--- config.mk ---
export PLATFORM = sky130hd
export DESIGN_NAME = pipeline_hazard_controller
export DESIGN_NICKNAME = d
export VERILOG_FILES = /design/src/rtl/pipeline_hazard_controller_pkg.sv /design/src/rtl/pipeline_hazard_controller_forward_select.sv /design/src/rtl/pipeline_hazard_controller.sv
export SDC_FILE = /design/constraint.sdc
export NUM_CORES = 1
export LEC_CHECK = 0
export BUFFER_PORTS_ARGS = -buffer_cell sky130_fd_sc_hd__buf_2
export CORE_MARGIN = 1
export CORE_UTILIZATION = 38
export DETAILED_ROUTE_END_ITERATION = 12
export PLACE_DENSITY = 0.88
export RECOVER_POWER = 25
export SYNTH_ARGS = -nofsm -noshare
export SYNTH_HDL_FRONTEND = slang
export SYNTH_HIERARCHICAL = 1
export SYNTH_SLANG_ARGS = --single-unit
--- constraint.sdc ---
create_clock -name clock -period 2.1 [get_ports clock]
set_clock_uncertainty 0.15 [all_clocks]
set_input_delay 0.105 -clock clock [delete_from_list [all_inputs] [get_ports clock]]
set_output_delay 0.105 -clock clock [all_outputs]
set_load 0.03 [all_outputs]
--- src/rtl/pipeline_hazard_controller_pkg.sv ---
// Shared types and constants for the RV32I pipeline hazard controller.
// Contents:
//   control          packed {stall, flush} pair driven to each pipeline register
//   writebackType_   source of the value a stage will eventually write back
//   forwardSelect_   operand source select for the execute stage
//   hazardState_     sequencing states of the hazard controller
//   resetVector      PC loaded on the first cycle after reset
//   trapVector       PC loaded when an illegal instruction traps
package pipeline_hazard_controller_pkg;

    typedef struct packed {
        logic stall;
        logic flush;
    } control;

    localparam control CTRL_NONE  = '{stall: 1'b0, flush: 1'b0};
    localparam control CTRL_STALL = '{stall: 1'b1, flush: 1'b0};
    localparam control CTRL_FLUSH = '{stall: 1'b0, flush: 1'b1};

    typedef enum logic [2:0] {
        WB_NONE = 3'd0,
        WB_ALU  = 3'd1,
        WB_MEM  = 3'd2,
        WB_PC4  = 3'd3
    } writebackType_;

    typedef enum logic [1:0] {
        FWD_REG = 2'd0,
        FWD_MEM = 2'd1,
        FWD_WB  = 2'd2
    } forwardSelect_;

    typedef enum logic [1:0] {
        RESET_REDIRECT = 2'd0,
        RUN            = 2'd1,
        TRAP_DRAIN     = 2'd2,
        TRAP_REDIRECT  = 2'd3
    } hazardState_;

    localparam logic [31:0] resetVector = 32'h0000_0000;
    localparam logic [31:0] trapVector  = 32'h0000_0000;

    // Only results that already exist at the end of execute can be bypassed
    // from the memory stage; load data is not available until writeback.
    function automatic logic memForwardable(input writebackType_ wb_type);
        return (wb_type == WB_ALU) || (wb_type == WB_PC4);
    endfunction

endpackage

--- src/rtl/pipeline_hazard_controller_forward_select.sv ---
// Combinational operand-forwarding selector for one execute-stage source.
// Ports:
//   src             in  5  source register index of the operand in execute
//   memoryValid     in  1  execute->memory register holds a valid instruction
//   memoryRd        in  5  destination of the instruction in memory
//   memoryWbType    in  3  writeback type of the instruction in memory
//   writebackValid  in  1  memory->writeback register holds a valid instruction
//   writebackEnable in  1  instruction in writeback writes the register file
//   writebackRd     in  5  destination of the instruction in writeback
//   select          out 2  FWD_REG / FWD_MEM / FWD_WB
module forward_select
    import pipeline_hazard_controller_pkg::*;
(
    input  logic [4:0]    src,
    input  logic          memoryValid,
    input  logic [4:0]    memoryRd,
    input  logic [2:0]    memoryWbType,
    input  logic          writebackValid,
    input  logic          writebackEnable,
    input  logic [4:0]    writebackRd,
    output forwardSelect_ select
);

    // The memory stage is the younger producer, so it wins over writeback.
    // x0 is hardwired to zero and must always come from the register file.
    always_comb begin
        select = FWD_REG;
        if (src != 5'd0) begin
            if (memoryValid && (memoryRd == src) &&
                memForwardable(writebackType_'(memoryWbType))) begin
                select = FWD_MEM;
            end else if (writebackValid && writebackEnable && (writebackRd == src)) begin
                select = FWD_WB;
            end
        end
    end

endmodule

--- src/rtl/pipeline_hazard_controller.sv ---
// Stall/flush/redirect sequencer for the 5-stage RV32I pipeline.
// Detects load-use hazards, picks execute operand forwarding, applies memory
// wait stalls and redirects fetch on taken branches/jumps. A small FSM loads
// the reset vector after reset and sequences illegal-instruction traps.
// Ports:
//   clock, resetN                      clock and async active-low reset
//   decode*/execute*/memory*/writeback* per-stage hazard information
//   imemWait, dmemWait                 memory not ready this cycle
//   fetch/decode/execute/memory/writebackControl  {stall,flush} per register
//   forwardRs1, forwardRs2             execute operand source selects
//   pcRedirectValid, pcRedirectTarget  PC load request and value
//   trapPc                             PC of last trapping instruction
//   trapActive                         trap sequence in progress
module pipeline_hazard_controller
    import pipeline_hazard_controller_pkg::*;
#(
    parameter logic [31:0] RESET_VECTOR = resetVector,
    parameter logic [31:0] TRAP_VECTOR  = trapVector
) (
    input  logic        clock,
    input  logic        resetN,
    input  logic        decodeValid,
    input  logic [4:0]  decodeRs1,
    input  logic [4:0]  decodeRs2,
    input  logic        decodeUsesRs1,
    input  logic        decodeUsesRs2,
    input  logic        executeValid,
    input  logic [4:0]  executeRs1,
    input  logic [4:0]  executeRs2,
    input  logic [4:0]  executeRd,
    input  logic        executeMemRead,
    input  logic        executeRedirect,
    input  logic [31:0] executeTarget,
    input  logic        memoryValid,
    input  logic [4:0]  memoryRd,
    input  logic [2:0]  memoryWbType,
    input  logic        writebackValid,
    input  logic [4:0]  writebackRd,
    input  logic        writebackEnable,
    input  logic        writebackIllegal,
    input  logic [31:0] writebackPc,
    input  logic        imemWait,
    input  logic        dmemWait,
    output logic [1:0]  fetchControl,
    output logic [1:0]  decodeControl,
    output logic [1:0]  executeControl,
    output logic [1:0]  memoryControl,
    output logic [1:0]  writebackControl,
    output logic [1:0]  forwardRs1,
    output logic [1:0]  forwardRs2,
    output logic        pcRedirectValid,
    output logic [31:0] pcRedirectTarget,
    output logic [31:0] trapPc,
    output logic        trapActive
);

    hazardState_   state;
    hazardState_   state_next;
    control        fetch_ctrl;
    control        decode_ctrl;
    control        execute_ctrl;
    control        memory_ctrl;
    control        writeback_ctrl;
    forwardSelect_ fwd_rs1;
    forwardSelect_ fwd_rs2;
    logic          trap_take;
    logic          load_use;

    assign trap_take = (state == RUN) && writebackValid && writebackIllegal;

    // A load in execute whose destination is read by the instruction in
    // decode cannot be bypassed in time; one bubble lets it reach writeback.
    assign load_use = executeValid && executeMemRead && (executeRd != 5'd0) && decodeValid &&
                      ((decodeUsesRs1 && (decodeRs1 == executeRd)) ||
                       (decodeUsesRs2 && (decodeRs2 == executeRd)));

    // State register; trapPc captures the faulting PC on entry to the drain.
    always_ff @(posedge clock or negedge resetN) begin
        if (!resetN) begin
            state  <= RESET_REDIRECT;
            trapPc <= 32'h0000_0000;
        end else begin
            state <= state_next;
            if (trap_take) begin
                trapPc <= writebackPc;
            end
        end
    end

    // All controls are derived combinationally from the current state and
    // inputs so each hazard is acted on in the cycle it is detected.
    always_comb begin
        state_next       = state;
        fetch_ctrl       = CTRL_NONE;
        decode_ctrl      = CTRL_NONE;
        execute_ctrl     = CTRL_NONE;
        memory_ctrl      = CTRL_NONE;
        writeback_ctrl   = CTRL_NONE;
        pcRedirectValid  = 1'b0;
        pcRedirectTarget = 32'h0000_0000;
        case (state)
            RESET_REDIRECT: begin
                pcRedirectValid  = 1'b1;
                pcRedirectTarget = RESET_VECTOR;
                decode_ctrl      = CTRL_FLUSH;
                execute_ctrl     = CTRL_FLUSH;
                memory_ctrl      = CTRL_FLUSH;
                writeback_ctrl   = CTRL_FLUSH;
                state_next       = RUN;
            end
            RUN: begin
                if (trap_take) begin
                    // Freeze fetch and empty the pipe while any dmem access drains.
                    fetch_ctrl     = CTRL_STALL;
                    decode_ctrl    = CTRL_FLUSH;
                    execute_ctrl   = CTRL_FLUSH;
                    memory_ctrl    = CTRL_FLUSH;
                    writeback_ctrl = CTRL_FLUSH;
                    state_next     = TRAP_DRAIN;
                end else if (dmemWait) begin
                    // Hold everything up to memory; a pending redirect in
                    // execute is retried once the memory stage completes.
                    fetch_ctrl     = CTRL_STALL;
                    decode_ctrl    = CTRL_STALL;
                    execute_ctrl   = CTRL_STALL;
                    memory_ctrl    = CTRL_STALL;
                    writeback_ctrl = CTRL_FLUSH;
                end else if (executeRedirect) begin
                    // Fetch is not stalled even under imemWait: the redirect
                    // makes it re-issue from the new target.
                    pcRedirectValid  = 1'b1;
                    pcRedirectTarget = executeTarget;
                    decode_ctrl      = CTRL_FLUSH;
                    execute_ctrl     = CTRL_FLUSH;
                end else if (load_use) begin
                    fetch_ctrl   = CTRL_STALL;
                    decode_ctrl  = CTRL_STALL;
                    execute_ctrl = CTRL_FLUSH;
                end else if (imemWait) begin
                    fetch_ctrl  = CTRL_STALL;
                    decode_ctrl = CTRL_FLUSH;
                end
            end
            TRAP_DRAIN: begin
                fetch_ctrl     = CTRL_STALL;
                decode_ctrl    = CTRL_FLUSH;
                execute_ctrl   = CTRL_FLUSH;
                memory_ctrl    = CTRL_FLUSH;
                writeback_ctrl = CTRL_FLUSH;
                if (!dmemWait) begin
                    state_next = TRAP_REDIRECT;
                end
            end
            TRAP_REDIRECT: begin
                pcRedirectValid  = 1'b1;
                pcRedirectTarget = TRAP_VECTOR;
                decode_ctrl      = CTRL_FLUSH;
                execute_ctrl     = CTRL_FLUSH;
                memory_ctrl      = CTRL_FLUSH;
                writeback_ctrl   = CTRL_FLUSH;
                state_next       = RUN;
            end
            default: begin
                state_next = RESET_REDIRECT;
            end
        endcase
    end

    forward_select u_forward_rs1 (
        .src             (executeRs1),
        .memoryValid     (memoryValid),
        .memoryRd        (memoryRd),
        .memoryWbType    (memoryWbType),
        .writebackValid  (writebackValid),
        .writebackEnable (writebackEnable),
        .writebackRd     (writebackRd),
        .select          (fwd_rs1)
    );

    forward_select u_forward_rs2 (
        .src             (executeRs2),
        .memoryValid     (memoryValid),
        .memoryRd        (memoryRd),
        .memoryWbType    (memoryWbType),
        .writebackValid  (writebackValid),
        .writebackEnable (writebackEnable),
        .writebackRd     (writebackRd),
        .select          (fwd_rs2)
    );

    assign fetchControl     = fetch_ctrl;
    assign decodeControl    = decode_ctrl;
    assign executeControl   = execute_ctrl;
    assign memoryControl    = memory_ctrl;
    assign writebackControl = writeback_ctrl;
    assign forwardRs1       = fwd_rs1;
    assign forwardRs2       = fwd_rs2;
    assign trapActive       = (state == TRAP_DRAIN) || (state == TRAP_REDIRECT);

endmodule
Word-level counts from Yosys, hierarchy flattened. Index checks and enable logic that the tools add are counted.

Bits in registers: 34. Bits of input ports: 116. Word-level logic and storage cells: 80.

Equal/unequal tests: 13. Multiplexer cells: 40. Reduce and logical (&&, ||, !) cells: 25.

Operator list (number): 32-bit two-way mux (4); 2-bit two-way mux (21); 5-bit == test (6); 2-bit case mux with 2 select lines (5); 1-bit logical AND (15); 5-bit nonzero test (3); 1-bit two-way mux (8); 2-bit case mux with 3 select lines (1); 2-bit == test (second input constant) (2); 2-bit != test (second input constant) (2); 3-bit by 1-bit == test with 1-bit output (second input constant) (1); 3-bit by 2-bit == test with 1-bit output (second input constant) (1); 1-bit logical OR (3); 3-bit OR reduction (1); 2-bit by 1-bit == test with 1-bit output (second input constant) (1); 2-bit zero test (1); 1-bit case mux with 2 select lines (1); 2-bit AND reduction (1); 2-bit OR reduction (1).

Longest topological paths before layout. Gate-level depths: netlist of the first run.

Word-level depth: 9. Gate-level depth with buffers: 8. Mapped depth without buffers: 6.

Hierarchy. The synthesis of the first run kept the hierarchy.

By module, submodules not included: pipeline_hazard_controller (instances 1, cells an instance 158, area an instance 1848.0 µm², sequential area each 850.8 µm²); forward_select (instances 2, cells an instance 20, area an instance 148.9 µm², sequential area each 0.0 µm²).

Least setup slack after synthesis of the first run. OpenSTA, ideal clock, no wires.

Kind: register -> output. Start: register state[1]. End: output port decodeControl[1]. Arrival time: 2045 ps. Path slack: -200 ps. Stages on the path, launching flop included: 7. Cells stage by stage: dfrtp_1 inv_1 ha_1 a21bo_2 buf_6 or3_1 o21ai_0.

Longest elaborated chain between the ends: 5. Elaborated cells on any way between the ends: 9.

Ends and longest elaborated chain: from (decl) (line pipeline_hazard_controller.sv:57) `hazardState_ state;`; from (signal assigned) (line pipeline_hazard_controller.sv:83) `state <= state_next;`; 2-bit by 1-bit == test with 1-bit output (line pipeline_hazard_controller.sv:69, pipeline_hazard_controller.sv:101); 1-bit logical AND (2 in a row) (line pipeline_hazard_controller.sv:69) `assign trap_take = (state == RUN) && writebackValid && writebackIllegal;`; 2-bit two-way mux (line pipeline_hazard_controller.sv:112) `if (trap_take) begin`; 2-bit case mux with 2 select lines (*) (line pipeline_hazard_controller.sv:101) `case (state)`; to (decl) (line pipeline_hazard_controller.sv:45) `output logic [1:0] decodeControl,`.

Every way passes the cells marked *; elsewhere a longest branch is shown, timed or not.

Worst setup path in the final report of the first run.
Start: register state[1]. End: output port fetchControl[1].

Longest elaborated chain between the ends: 5. Elaborated cells on any way between the ends: 6.

Ends and longest elaborated chain: 2-bit by 1-bit == test with 1-bit output (line pipeline_hazard_controller.sv:69, pipeline_hazard_controller.sv:101); 1-bit logical AND (2 in a row) (line pipeline_hazard_controller.sv:69); 2-bit two-way mux (line pipeline_hazard_controller.sv:112); 2-bit case mux with 2 select lines (*) (line pipeline_hazard_controller.sv:101); to (decl) (line pipeline_hazard_controller.sv:44) `output logic [1:0] fetchControl,`.

Marks and branches as above.

==> impl_metrics.csv, run 1 <==
group,metric,value,unit
outcome,status,"finished, violations left",
outcome,violations,"setup timing",
synthesis,syn-mean-instance-area,10.8,sq um
global_route,grt_max_degree,35,
clock_network,cts_tree,"yes",
setup_path,crit_arrival,1910,ps
min_path,min_path_type,"primary input to flop",
placement,portBuffers,192,
clock_network,cts_buffer_depth,2,
power_and_ir_drop,max-vdd-ir-drop,0.000904,V
die,initial_core_util,0.407,
global_route,grtUsageTotal,0.273,
sta,setup_viol,32,
placement,routabilityCongestion,0.866,
global_route,gr-total-overflow,0,
sta,grt_setup_unrepaired,"yes",
die,die_w,77.1,microns
setup_path,worstReg2RegStart,"state[0]",
power_and_ir_drop,total_power,4410,uW
clock_network,cts_made_buffers,5,
synthesis,yosys.cell_types.count,37,
setup_path,critPathCaptureType,"primary output",
setup_path,r2r_cells,6,
detailed_routing,wirelength,8770,microns
cells_and_area,n_antenna_cell,0,
die,std_cell_rows,26,
die,io_pins,196,
die,core,5270,sq um
placement,dpl.hpwl,5370,microns
setup_path,cp.required,1850,ps
cells_and_area,syn2layout_area_growth,87.2,%
placement,pre_cts_slack,60.0,ps
die,dieArea,5950,sq um
synthesis,synth-seq-cells,34,
sta,worst_slack,-60.4,ps
setup_path,crit_path_max_fanout,3,
sta,hold_viol,0,
synthesis,synth_top_cell_by_area,"dfrtp_1",
power_and_ir_drop,p_per_area,1100,nW/um^2
detailed_routing,drc,0,
clock_network,clk_pin_slew_worst_paths,70,ps
global_route,grt_pass1_vias,2580,
detailed_routing,post_drt_via_cell_ratio,4.98,
cells_and_area,layout-drive-gt1-share,0.617,
synthesis,synthArstFlopShare,1.00,
die,die_y,77.1,microns
setup_path,reg2reg_slack,250,ps
global_route,grt_pass1_wl,12600,microns
detailed_routing,antenna_left,0,
global_route,antenna_found_initial,0,
synthesis,synth_ff_type,"dfrtp_1",
sta,fmax,0.463,GHz
sta,post-route-min-period,2160,ps
sta,finalMaxSlewViolations,0,
cells_and_area,utilization,0.762,
sta,relSlewSlack,0.506,
min_path,worst_hold_path.num_cells,4,
sta,post-route-period-util,1.03,
synthesis,netlist_area,2150,sq um
synthesis,ys_warn_count,6,
detailed_routing,first_iter_violations,91,
clock_network,clkLatencyLatePin,280,ps
setup_path,reg2reg_to,"trapPc[4]",
cells_and_area,n_fill_cell,372,
detailed_routing,dr.pass1.iters,4,
detailed_routing,vias,2518,
setup_path,crit_type,"flop to primary output",
power_and_ir_drop,p_leak,0.00197,uW
sta,worst_pin_slew,741,ps
synthesis,ys_seq_area_frac,0.397,
detailed_routing,routedWlPerCell,17.3,microns
synthesis,synth-edff-count,0,
clock_network,cts_htree_levels,2,
clock_network,root_buffer,"clkbuf_8",
clock_network,cts_sinks,34,
flow_run,max_cap_viol_count,0,
synthesis,synth.top_cell.area_share,0.397,
setup_path,start_kind,"flop",
synthesis,syn_inst,198,
min_path,worstHoldEndpoint,"state[0]",
min_path,hp-start,"dmemWait",
synthesis,synth.area.top_cells,"dfrtp_1, mux2_2, and2_1",
cells_and_area,nNetsFinal,555,
[metrics by stage]
step                TNS (ps)  instance area (sq um)  hold WS [ps]  cells
CTS                    -65.0                   3890           137    504
finish                  -649                   4020           158    506
floorplan                  0                   2150          -341    199
global route           -2690                   4020           201    506
global placement           0                   3180          47.7    455
detailed placement         0                   3180          53.9    455
[cells by family after synthesis]
| logic type | count (synthesis) | share of synthesized area |
|---|---|---|
| and+or+nand+nor | 68 | 0.198 |
| DFF | 34 | 0.397 |
| muxes | 32 | 0.168 |
| xor gates and xnor gates | 28 | 0.114 |
| AOI/OAI and AO/OA | 17 | 0.0618 |
| buffers and inverters | 14 | 0.0367 |
| adders and majority gates | 4 | 0.0233 |
| other | 1 | 0.00175 |
[layout make-up]
class / count / area, sq um / share of cell area
inverters: 4 / 15.0 / 0.00374
clock inverters: 2 / 12.5 / 0.00311
flip-flops and latches: 34 / 852 / 0.212
multi-input cells: 151 / 1350 / 0.336
well taps: 70 / 87.6 / 0.0218
repair buffers: 239 / 1620 / 0.403
clock buffers: 6 / 82.6 / 0.0206
[worst max-delay path by stage]
stage	from	end	slack, ps	cells after the start
floorplan	state[0]	fetchControl[1]	10	5
global placement	state[1]	pcRedirectTarget[21]	120	7
detailed placement	state[1]	pcRedirectTarget[21]	60	7
CTS	state[1]	fetchControl[1]	-40	6
global route	state[1]	pcRedirectValid	-110	9
finish	state[1]	fetchControl[1]	-60	6
[Yosys cell counts (2+ instances only)]
master	instances
a21oi_2	2
and2_1	34
buf_2	6
buf_4	3
dfrtp_1	34
ha_1	4
inv_1	4
mux2_2	32
nand2_1	6
nand4_1	4
nor2_1	4
nor3_1	4
nor4_1	4
o21a_1	3
o21ai_0	3
or2_2	2
or4_4	3
xnor2_1	12
xor2_1	16
[cells in the final DEF (no fill, tap or decap), types with 2 or more instances in the layout]
cell	count
clkbuf_1	27
or4_4	3
nor4_1	4
mux2_2	32
nand2_1	6
o21a_1	3
buf_6	41
buf_4	8
dlygate4sd3_1	33
nor3_1	4
conb_1	2
dfrtp_1	33
buf_2	129
ha_4	2
inv_1	3
nor2_1	3
xnor2_1	12
ha_1	2
or3_4	2
nand4_1	4
or2_2	2
clkbuf_8	6
xor2_1	16
and2_1	5
o21ai_0	2
and2_4	29
a21oi_2	2
[repair_timing]
action                                  CTS  global route
buffers inserted                          6             2
endpoints found under the setup margin   38            36
resized for setup                        71            48
hold buffers                             33             0
pin swaps                                 4            29
cloned                                    2             0
endpoints found under the hold margin    66             0
[registers in the layout (all words and copies together), names as in the netlist]
signal and cells:
state 2, trapPc 32
[worst max-delay path, cell delays in order (launching register included)]
cell      delay (ps)
dfrtp_1          400
buf_4            160
ha_4             240
o21bai_2         200
or3_4            370
o22ai_2          110
buf_6            160
[where the power goes]
| group | total (uW) | internal [uW] | switching (uW) |
|---|---|---|---|
| registers | 1190 | 993 | 197 |
| logic | 2710 | 1070 | 1640 |
| clock network | 505 | 263 | 241 |
| total | 4410 | 2330 | 2080 |
[metal layers]
layer,share of wire,global-route usage,vias to the layer above,routed length (microns)
met5,0,0,-,0
met4,0.040,0.132,0,349
met3,0.062,0.0667,31,543
met2,0.55,0.518,123,4790
met1,0.35,0.275,1212,3090
li1,-,-,1152,-
No activity file was read; power rests on OpenSTA's default activity.
==> run 2: changes to the inputs <==
- CORE_UTILIZATION: 38 -> 37
- GPL_TIMING_DRIVEN: default -> 0
- PLACE_DENSITY: 0.88 -> 0.86
- SYNTH_HIERARCHICAL: 1 -> default
==> impl_metrics.csv, run 2 <==
group,metric,value,unit
setup_path,crit_arrival,1920,ps
setup_path,crit_path_max_fanout,3,
placement,dpl.hpwl,5210,microns
cells_and_area,final_common_cell,"buf_2",
setup_path,cp_top_family,"compound AO/OA/AOI/OAI gates",
sta,grt_setup_unrepaired,"yes",
power_and_ir_drop,p_leak,0.00199,uW
flow_run,max_cap_viol_count,0,
cells_and_area,seq_area,852,sq um
synthesis,netlist_area,2120,sq um
cells_and_area,stdcell_count,508,
global_route,gr-total-overflow,0,
die,io_pins,196,
clock_network,cts_sinks,34,
clock_network,clk_pin_slew_worst_paths,70,ps
synthesis,synth.area.top_cells,"dfrtp_1, mux2_2, and2_1",
detailed_routing,drc,0,
global_route,grt_pass1_wl,12300,microns
die,core,5510,sq um
cells_and_area,n_antenna_cell,0,
placement,dp.cells,458,
die,die_w,77.7,microns
setup_path,reg2reg_to,"trapPc[6]",
synthesis,yosys.cell_types.count,40,
clock_network,cts_buffer_depth,2,
setup_path,path_common_cell,"buf_4",
synthesis,synth-seq-cells,34,
power_and_ir_drop,p_per_area,1080,nW/um^2
synthesis,syn_inst,193,
placement,portBuffers,192,
cells_and_area,nNetsFinal,555,
setup_path,cp.required,1850,ps
sta,finalMaxSlewViolations,0,
cells_and_area,largest_registers,"trapPc (32), state (2)",
setup_path,crit_chain,"buf_4 > ha_1 > o21bai_1 > o41ai_2 > buf_4",
sta,worst_pin_slew,724,ps
global_route,grt_pass1_vias,2675,
clock_network,root_buffer,"clkbuf_8",
synthesis,syn-mean-instance-area,11.0,sq um
min_path,hp-start,"dmemWait",
detailed_routing,dr.pass1.iters,4,
detailed_routing,vias,2472,
min_path,worst_hold_path.num_cells,3,
synthesis,ys_top_cells_by_count,"dfrtp_1, and2_1, mux2_2",
sta,worst_slack,-73.5,ps
detailed_routing,routedWlPerCell,15.6,microns
synthesis,synthArstFlopShare,1.00,
detailed_routing,antenna_left,0,
synthesis,synth_top_cell_by_area,"dfrtp_1",
setup_path,crit_type,"flop to primary output",
min_path,worstHoldEndpoint,"state[1]",
die,initial_core_util,0.385,
setup_path,worstReg2RegStart,"state[0]",
detailed_routing,post_drt_via_cell_ratio,4.87,
min_path,min_path_type,"primary input to flop",
cells_and_area,n_fill_cell,367,
sta,post-route-min-period,2170,ps
sta,whs,136,ps
cells_and_area,regMostFlops,"trapPc",
sta,tns,-744,ps
synthesis,synth_ff_type,"dfrtp_1",
setup_path,cpPeakStageDelay,400,ps
synthesis,ys_warn_count,0,
detailed_routing,first_iter_violations,57,
cells_and_area,multi_input_area,1300,sq um
cells_and_area,largest_register_ffs,32,
placement,routabilityCongestion,0.869,
global_route,grtUsageTotal,0.263,
setup_path,start_kind,"flop",
synthesis,synth-edff-count,0,
global_route,grt_max_degree,35,
outcome,status,"finished, violations left",
die,std_cell_rows,27,
clock_network,cts_htree_levels,2,
die,dieArea,6030,sq um
clock_network,cts_tree,"yes",
setup_path,worstPathBufferInverterCount,2,
cells_and_area,layout-drive-gt1-share,0.601,
clock_network,clkLatencyLatePin,290,ps
setup_path,r2r_cells,4,
detailed_routing,wirelength,7930,microns
sta,setup_viol,25,
synthesis,synth_most_common_cell,"dfrtp_1",
synthesis,ys_seq_area_frac,0.401,
cells_and_area,final_cell_mix,"buf_2, buf_6, dlygate4sd3_1, dfrtp_1, mux2_2",
sta,relSlewSlack,0.517,
placement,pre_cts_slack,-220,ps
sta,hold_viol,0,
power_and_ir_drop,max-vdd-ir-drop,0.000933,V
sta,post-route-period-util,1.04,
synthesis,synth.top_cell.area_share,0.401,
cells_and_area,syn2layout_area_growth,89.1,%
sta,fmax,0.460,GHz
die,die_y,77.7,microns
setup_path,crit_slowest_cell,"dfrtp_1",
outcome,violations,"setup timing",
global_route,antenna_found_initial,0,
setup_path,critPathCaptureType,"primary output",
clock_network,cts_made_buffers,5,
setup_path,reg2reg_slack,260,ps
==> run 2: cell types whose count changed after synthesis, moves of 3 or more <==
cell	previous run	this run
buf_2	6	3
nand2_1	6	1
or4_1	0	4
xnor2_1	12	8
xor2_1	16	21
clkbuf_1	0	3
==> run 2: tightest hold or removal path, stage by stage <==
cell	delay (ps)
buf_2	170
a21oi_1	130
mux2i_1	120
==> run 2: worst max-delay path by stage <==
stage,startpoint,endpoint,slack [ps],depth (start not counted)
3_5_place_dp,state[1],pcRedirectTarget[5],-220,8
3_3_place_gp,state[1],pcRedirectTarget[5],-190,8
2_1_floorplan,state[1],decodeControl[1],-90,6
6_report,state[1],fetchControl[1],-70,5
4_1_cts,state[1],pcRedirectValid,-60,10
5_1_grt,state[1],fetchControl[1],-130,7
==> run 2: cells by family after synthesis <==
logic type      count (synthesis)  share of synthesized area
mux                            33                      0.175
compound gates                 16                     0.0590
simple gates                   62                      0.188
buf+inv                        14                     0.0319
xor+xnor                       29                      0.120
flops                          34                      0.401
other cells                     1                    0.00177
fa+ha+maj                       4                     0.0236
==> run 2: cell type report <==
class	instances	share of cell area
Clock buffer	6	0.0206
Clock inverter	2	0.00312
Tap cell	72	0.0225
Inverter	5	0.00468
Buffer	9	0.0209
Multi-Input combinational cell	146	0.325
Sequential cell	34	0.213
Timing Repair Buffer	234	0.390
==> run 2: routing by layer <==
| layer | part of all wire | up-vias | GRT usage |
|---|---|---|---|
| met4 | 0.038 | 0 | 0.130 |
| met2 | 0.53 | 153 | 0.519 |
| li1 | - | 1145 | - |
| met5 | 0 | - | 0 |
| met1 | 0.34 | 1148 | 0.248 |
| met3 | 0.085 | 26 | 0.0659 |
==> run 2: where the power goes <==
group,switching [uW],internal (uW),leakage [uW]
sequential,206,992,0.000402
clock,238,263,0.0000472
combinational,1600,1030,0.00154
total,2050,2290,0.00199
==> run 2: timing repair <==
action | 4_1_cts | 5_1_grt
cloned | 1 | 1
hold buffers | 33 | 0
setup endpoints to repair | 36 | 36
buffers inserted | 7 | 1
resized for setup | 97 | 21
pin swaps | 7 | 7
endpoints found under the hold margin | 66 | 0
==> run 2: metrics by stage <==
stage	area, sq um	utilization	total power (uW)
finish	4010	0.728	4330
CTS	3970	0.722	4310
detailed placement	3180	0.578	3500
global route	4010	0.728	4550
global placement	3180	0.578	3430
floorplan	2130	-	2750
==> run 3: changes to the inputs <==
- SKIP_LAST_GASP: default -> 1
==> impl_metrics.csv, run 3 (synthesis results as in run 2) <==
group,metric,value,unit
detailed_routing,antenna_left,0,
setup_path,crit_cells,9,
power_and_ir_drop,seqPwrFrac,0.272,
cells_and_area,n_fill_cell,368,
cells_and_area,regMostFlops,"trapPc",
cells_and_area,largest_register_ffs,32,
clock_network,cts_made_buffers,5,
setup_path,critPathCaptureType,"primary output",
power_and_ir_drop,p_clk_frac,0.114,
setup_path,cp-startpoint,"state[1]",
setup_path,cp_top_family,"buffers and inverters",
cells_and_area,utilization,0.733,
detailed_routing,vias,2476,
clock_network,cts_tree,"yes",
setup_path,reg2reg_to,"trapPc[6]",
setup_path,crit_path_max_fanout,10,
global_route,grtUsageTotal,0.265,
global_route,antenna_found_initial,0,
detailed_routing,dr.max_layer_used,"met4",
clock_network,clkLatencyLatePin,290,ps
sta,relSlewSlack,0.518,
detailed_routing,routedWlPerCell,15.7,microns
power_and_ir_drop,power.internal,2340,uW
setup_path,crit_type,"flop to primary output",
sta,setup_viol,28,
power_and_ir_drop,switchingPower,2070,uW
setup_path,reg2reg_slack,400,ps
sta,finalMaxSlewViolations,0,
placement,placed_area,3180,sq um
detailed_routing,first_iter_violations,67,
setup_path,crit_chain,"inv_2 > ha_4 > a21boi_4 > inv_2 > nor3_4 > buf_6 > buf_8 > and2_1 > buf_6",
detailed_routing,wirelength,7980,microns
global_route,grt_max_degree,35,
power_and_ir_drop,p_per_area,1090,nW/um^2
clock_network,root_buffer,"clkbuf_8",
detailed_routing,drc,0,
cells_and_area,fin_area,4040,sq um
sta,post-route-period-util,1.03,
placement,portBuffers,192,
cells_and_area,final_common_cell,"buf_2",
die,die_y,77.7,microns
min_path,min_path_type,"primary input to flop",
cells_and_area,syn2layout_area_growth,90.5,%
power_and_ir_drop,swShare,0.470,
setup_path,r2r_cells,4,
clock_network,cts_sinks,34,
sta,fmax,0.460,GHz
power_and_ir_drop,p_leak,0.00199,uW
die,initial_core_util,0.385,
setup_path,start_kind,"flop",
global_route,grt_pass1_wl,12400,microns
detailed_routing,dr.pass1.iters,4,
cells_and_area,n_antenna_cell,0,
sta,worst_slack,-72.6,ps
setup_path,cp-endpoint,"pcRedirectTarget[12]",
clock_network,cts_buffer_depth,2,
setup_path,cpPeakStageDelay,400,ps
placement,pre_cts_slack,-220,ps
global_route,gr-total-overflow,0,
detailed_routing,wl_met2,4270,microns
outcome,violations,"setup timing",
setup_path,worstReg2RegStart,"state[0]",
detailed_routing,routedLengthMet1,2740,microns
setup_path,cp.required,1850,ps
setup_path,crit_slowest_cell,"dfrtp_1",
cells_and_area,final_cell_mix,"buf_2, buf_6, dlygate4sd3_1, dfrtp_1, mux2_2",
outcome,status,"finished, violations left",
placement,dpl.hpwl,5210,microns
min_path,hp-start,"dmemWait",
sta,worst_pin_slew,723,ps
sta,grt_setup_unrepaired,"yes",
cells_and_area,stdcell_count,509,
placement,dp.cells,458,
clock_network,cts_htree_levels,2,
sta,hold_viol,0,
setup_path,crit_arrival,1920,ps
cells_and_area,layout-drive-gt1-share,0.609,
flow_run,max_cap_viol_count,0,
global_route,grt_pass1_vias,2646,
placement,routabilityCongestion,0.869,
cells_and_area,nNetsFinal,556,
die,die_w,77.7,microns
power_and_ir_drop,max-vdd-ir-drop,0.000934,V
setup_path,worstPathBufferInverterCount,5,
cells_and_area,largest_registers,"trapPc (32), state (2)",
die,dieArea,6030,sq um
sta,post-route-min-period,2170,ps
die,io_pins,196,
clock_network,clk_pin_slew_worst_paths,70,ps
die,core,5510,sq um
detailed_routing,met3WireLength,684,microns
power_and_ir_drop,comb_power_share,0.614,
die,std_cell_rows,27,
detailed_routing,post_drt_via_cell_ratio,4.86,
-- run 3: changes by cell type in the layout (fill, tap and decap cells not counted), sizes merged --
cell,before,now
buf,181,183
clkbuf,35,34
-- run 3: what timing repair did --
action / CTS / global route
setup buffers: 7 / 2
gates cloned: 1 / 1
resized for setup: 90 / 32
pin swaps: 7 / 13
endpoints found under the setup margin: 36 / 36
endpoints found under the hold margin: 66 / 0
hold buffers: 33 / 0
-- run 3: worst min-delay path by stage --
stage	to	slack [ps]	depth (start not counted)
3_3_place_gp	trapPc[14]	50	1
5_1_grt	state[1]	170	3
6_report	state[1]	140	3
3_5_place_dp	trapPc[10]	60	1
4_1_cts	state[1]	130	3
2_1_floorplan	state[0]	-340	0
-- run 3: power by group through the flow --
stage	Clock (uW)	Sequential [uW]	Combinational [uW]
floorplan	0	1790	961
global placement	0	1140	2290
detailed placement	0	1160	2340
CTS	511	1170	2630
global route	535	1240	2850
finish	502	1200	2710
-- run 3: final cells by class --
| cell class | instances | area, sq um | area share |
|---|---|---|---|
| buffer | 9 | 85.1 | 0.0211 |
| clock buffer | 6 | 82.6 | 0.0205 |
| clock inverter | 2 | 12.5 | 0.00310 |
| inverter | 5 | 18.8 | 0.00465 |
| multi-input combinational | 146 | 1330 | 0.328 |
| sequential | 34 | 852 | 0.211 |
| tap | 72 | 90.1 | 0.0223 |
| timing repair buffer | 235 | 1570 | 0.389 |
-- run 3: per-layer routing --
metal,global-route usage,up-vias
met5,0,-
met4,0.121,0
met3,0.0706,26
met2,0.521,152
met1,0.251,1150
li1,-,1148
-- run 3: worst min-delay path, stage by stage --
cell,delay [ps]
buf_2,180
a21oi_1,130
mux2i_1,120
-- run 3: stage by stage --
| stage | power [uW] | TNS [ps] | hold slack [ps] |
|---|---|---|---|
| floorplan | 2750 | -94.1 | -341 |
| global placement | 3430 | -3470 | 48.7 |
| detailed placement | 3500 | -5200 | 59.0 |
| CTS | 4300 | -1560 | 131 |
| global route | 4630 | -3200 | 166 |
| finish | 4410 | -1120 | 138 |
